**config.mk**
```make
export PLATFORM = sky130hd
export DESIGN_NAME = apb_master_ctrl
export DESIGN_NICKNAME = d
export VERILOG_FILES = /design/src/rtl/apb_master_ctrl.sv
export SDC_FILE = /design/constraint.sdc
export NUM_CORES = 1
export LEC_CHECK = 0
export BUFFER_PORTS_ARGS = -buffer_cell sky130_fd_sc_hd__buf_2
export CORE_MARGIN = 2
export CORE_UTILIZATION = 50
export DETAILED_ROUTE_END_ITERATION = 12
export PLACE_DENSITY = 0.92
export SLEW_MARGIN = 30
export SYNTH_ARGS = -nofsm -noshare
export SYNTH_HDL_FRONTEND = slang
export SYNTH_SLANG_ARGS = --single-unit
```
**constraint.sdc**
```tcl
create_clock -name p_clk_i -period 6.1 [get_ports p_clk_i]
set_clock_uncertainty 0.05 [all_clocks]
set_input_delay 0.915 -clock p_clk_i [delete_from_list [all_inputs] [get_ports p_clk_i]]
set_output_delay 0.915 -clock p_clk_i [all_outputs]
set_load 0.1 [all_outputs]
```
**src/rtl/apb_master_ctrl.sv**
```systemverilog
// apb_master_ctrl: single-outstanding APB master turning local commands into
// SETUP/ACCESS transfers with a bounded wait for p_ready_i.
module apb_master_ctrl #(
    parameter int unsigned TIMEOUT = 255
) (
    input  logic        p_clk_i,
    input  logic        p_rst_i,
    input  logic        cmd_valid_i,
    output logic        cmd_ready_o,
    input  logic        cmd_we_i,
    input  logic [31:0] cmd_adr_i,
    input  logic [31:0] cmd_dat_i,
    output logic        rsp_valid_o,
    output logic [31:0] rsp_dat_o,
    output logic        rsp_err_o,
    output logic        p_sel_o,
    output logic        p_enable_o,
    output logic        p_we_o,
    output logic [31:0] p_adr_o,
    output logic [31:0] p_dat_o,
    input  logic [31:0] p_dat_i,
    input  logic        p_ready_i
);
    typedef enum logic [1:0] {IDLE, SETUP, ACCESS, RESP} state_t;
    localparam logic [15:0] TO_LAST = 16'(TIMEOUT - 1);
    state_t      state_q, state_d;
    logic [15:0] cnt_q, cnt_d;
    logic        we_q, we_d, err_q, err_d;
    logic [31:0] adr_q, adr_d, dat_q, dat_d, rdat_q, rdat_d;
    always_comb begin
        state_d = state_q;
        cnt_d   = cnt_q;
        we_d    = we_q;
        adr_d   = adr_q;
        dat_d   = dat_q;
        rdat_d  = rdat_q;
        err_d   = err_q;
        case (state_q)
            IDLE: if (cmd_valid_i) begin
                state_d = SETUP;
                we_d    = cmd_we_i;
                adr_d   = cmd_adr_i;
                dat_d   = cmd_dat_i;
            end
            SETUP: begin
                state_d = ACCESS;
                cnt_d   = '0;
            end
            ACCESS: if (p_ready_i) begin
                // a ready in the final allowed cycle still completes normally
                state_d = RESP;
                err_d   = 1'b0;
                rdat_d  = we_q ? '0 : p_dat_i;
            end else if (cnt_q == TO_LAST) begin
                state_d = RESP;
                err_d   = 1'b1;
                rdat_d  = '0;
            end else begin
                cnt_d = cnt_q + 16'd1;
            end
            RESP: state_d = IDLE;
        endcase
    end
    always_ff @(posedge p_clk_i) begin
        if (p_rst_i) begin
            state_q <= IDLE;
            cnt_q   <= '0;
            we_q    <= 1'b0;
            adr_q   <= '0;
            dat_q   <= '0;
            rdat_q  <= '0;
            err_q   <= 1'b0;
        end else begin
            state_q <= state_d;
            cnt_q   <= cnt_d;
            we_q    <= we_d;
            adr_q   <= adr_d;
            dat_q   <= dat_d;
            rdat_q  <= rdat_d;
            err_q   <= err_d;
        end
    end
    assign cmd_ready_o = state_q == IDLE;
    assign p_sel_o     = state_q == SETUP || state_q == ACCESS;
    assign p_enable_o  = state_q == ACCESS;
    assign rsp_valid_o = state_q == RESP;
    assign rsp_err_o   = state_q == RESP && err_q;
    assign rsp_dat_o   = rdat_q;
    assign p_we_o      = we_q;
    assign p_adr_o     = adr_q;
    assign p_dat_o     = dat_q;
endmodule

```
==> results.txt <==
Outcome - finished, final reports clean
DRT Wirelength - 11.8 mm
Routed Antenna Nets - 0
Finished Layout Cells - 837
DPL Wire Length - 8.08 mm
Design area - 0.00607 sq mm
First-pass GRT wire length - 19.1 mm
Dpl cell area - 0.00546 sq mm
Maxcap violations - 0
Drt first pass iters - 5
Worst path cell trace - inv_1 -> ha_1 -> buf_2
GR Util All Layers - 0.239
Hold Buf Count CTS - 0
Crit-path leading delay family - buffers and inverters
FF-to-FF setup slack - 3.72 ns
Grt total ovfl - 0
Post-Syn Area - 0.00443 sq mm
Port-buffer cells - 202
CTS Buf Count - 17
Crit end category - output pin
Routed length per placed instance - 14.2 um
Final setup fails - 0
DRC - 0
Syn Area/Cell - 8.36 sq um
I/O pin count - 203
Worst min path class - flip-flop to flip-flop
Unrepaired setup endpoints after global routing - no
CP bufs+invs - 2
Largest net degree at the start of global routing - 100
Die H - 98.2 um
Delay of the slowest critical-path stage - 0.49 ns
Placed instance count - 805
Synth-to-layout area growth - 36.9%
Lkg Pwr - 2.74 nW
H-tree depth - 4
Critical path arrival - 1.89 ns
Die area - 0.00964 sq mm
Synth unique cells - 38
CP Class - flip-flop to output pin
Ys Warns - 0
Maximum vdd drop - 0.000344 V
Sequential share of the synthesized area - 0.524
Clock Tree Buf Depth - 2
CP Launch Type - flip-flop
Dpl ws - 2.87 ns
Top cells by area, synth - dfxtp_1 (52%), nand2_1 (12%), a21oi_1 (8.5%)
Yosys reg bits - 116
Power Internal - 1.73 mW
Reg power frac - 0.276
Antenna diodes - 0
Vias - 4459
DR vias/cell - 5.33
Gates resized, CTS repair - 0
# rows - 34
Post-layout worst setup margin - 3.25 ns
Storage cell area - 0.00232 sq mm
Max Transition Viols Final - 0
Worst Max-Slew Pin Slew - 0.799 ns
CTS sink count - 116
Nets - 823
Clock root cell - clkbuf_8
CP max-delay cell - buf_2
Filler cells - 680
Fmax - 350 MHz
Worst skew pair latency - 0.49 ns
Placer Congestion - 0.891
Buffer count from post-CTS setup fixing - 0
Gate Count Post-Synth - 530
Total power - 3.38 mW
First DRT Iteration DRCs - 256
Clock Power Share - 0.295
Initial core utilization - 0.511
Sw Share - 0.490
Main synth FF type - dfxtp_1
Yosys top cell area share - 0.524
Final hold violation count - 0
Setup tns final - 0 ns
Post-synth EDFFs - 0
CTS tree - done
Critical-path maximum fanout - 8
Vias in the first global route - 4266
Critical Path RT - 5.13 ns
Slew Limit Headroom - 0.465
Share of layout cells above drive strength 1 - 0.339
Area taken by multi-input logic gates - 0.00195 sq mm
Comb pwr share - 0.429
Initial antenna violation count - 0
Min cycle time layout - 2.85 ns
Top post-synthesis cells by count - nand2_1 (144), dfxtp_1 (116), a21oi_1 (75)
Most numerous cell in the Yosys netlist - nand2_1
Tcrit/Tclk final - 0.468
Die Wd - 98.2 um
Reg clk slew, reported paths - 0.06 ns
Cell Pwr Density - 557 mW/mm^2
CORE AREA - 0.00868 sq mm
Sw Pwr - 1.66 mW
Synth area leader - dfxtp_1
Post-Syn Nets - 637
Post-synth ARST share - 0
==> through the flow <==
stage          hold slack (ns)  utilization
2_1_floorplan            0.418            -
3_3_place_gp             0.389        0.629
3_5_place_dp             0.394        0.629
4_1_cts                  0.402        0.699
5_1_grt                  0.419        0.700
6_report                 0.400        0.700
==> kinds of logic (layout without fill, tap and decap cells) <==
| kind of cell | count (synthesis) | after routing | share of synthesized area |
|---|---|---|---|
| and+or+nand+nor | 225 | 225 | 0.232 |
| AOI/OAI and AO/OA | 138 | 138 | 0.187 |
| DFF | 116 | 116 | 0.524 |
| buffers and inverters | 44 | 243 | 0.0381 |
| adders and majority gates | 6 | 6 | 0.0169 |
| muxes | 1 | 1 | 0.00226 |
==> registers in the layout, summed over array words and instances, names as in the netlist <==
name       count
p_adr_o       32
p_dat_o       32
rsp_dat_o     32
cnt_q         16
state_q        2
err_q          1
p_we_o         1
==> power by group through the flow <==
stage | combinational [mW] | clock [mW] | sequential, mW
final | 1.45 | 0.999 | 0.932
after detailed placement | 1.45 | 0 | 0.947
after global placement | 1.42 | 0 | 0.940
after global routing | 1.52 | 1.06 | 0.946
after CTS | 1.45 | 1.02 | 0.932
after floorplan | 0.458 | 0 | 1.71
==> worst paths after layout <==
kind | startpoint | endpoint | cells after the start
setup / recovery | state_q[1] | p_sel_o | 3
hold / removal | p_dat_o[1] | p_dat_o[1] | 2
setup reg to reg | cnt_q[0] | rsp_dat_o[21] | 7
hold reg to reg | p_dat_o[1] | p_dat_o[1] | 2
==> tightest hold or removal path, delay by kind of cell (launching register included) <==
family           cells  cell delay [ns]
flip-flops           1             0.30
AND/OR/NAND/NOR      1             0.05
AO/OA/AOI/OAI        1             0.05
==> cell type report <==
| class | count | area share |
|---|---|---|
| Sequential cell | 116 | 0.383 |
| Clock buffer | 18 | 0.0705 |
| Timing Repair Buffer | 204 | 0.170 |
| Clock inverter | 14 | 0.0293 |
| Tap cell | 108 | 0.0223 |
| Inverter | 7 | 0.00433 |
| Multi-Input combinational cell | 370 | 0.322 |
==> cells in the final DEF, fill, tap and decap left out, types with 3 or more instances in the layout <==
cell type | Yosys | final
clkinvlp_4 | 0 | 4
o211ai_1 | 3 | 3
dfxtp_1 | 116 | 116
a22o_1 | 19 | 19
clkbuf_16 | 0 | 16
buf_2 | 0 | 202
nor2_1 | 13 | 13
nand2b_1 | 13 | 13
ha_1 | 6 | 6
or4_1 | 3 | 3
nor3_1 | 4 | 4
inv_6 | 0 | 3
nand3_1 | 10 | 10
bufinv_16 | 0 | 3
or3_1 | 6 | 6
nand4_1 | 18 | 18
a21oi_1 | 75 | 75
o21ai_0 | 19 | 19
a31oi_1 | 8 | 8
a211oi_1 | 3 | 3
nand2_1 | 144 | 143
clkinv_4 | 0 | 3
a32o_1 | 3 | 3
inv_1 | 7 | 7
==> layer usage <==
metal	vias up	GRT usage	wire length, um
met1	2052	0.275	4840
met2	175	0.416	5970
met4	0	0.0822	191
met5	-	0	0
li1	2214	-	-
met3	18	0.0795	842
Note: power is estimated with default switching activity, not from simulation.
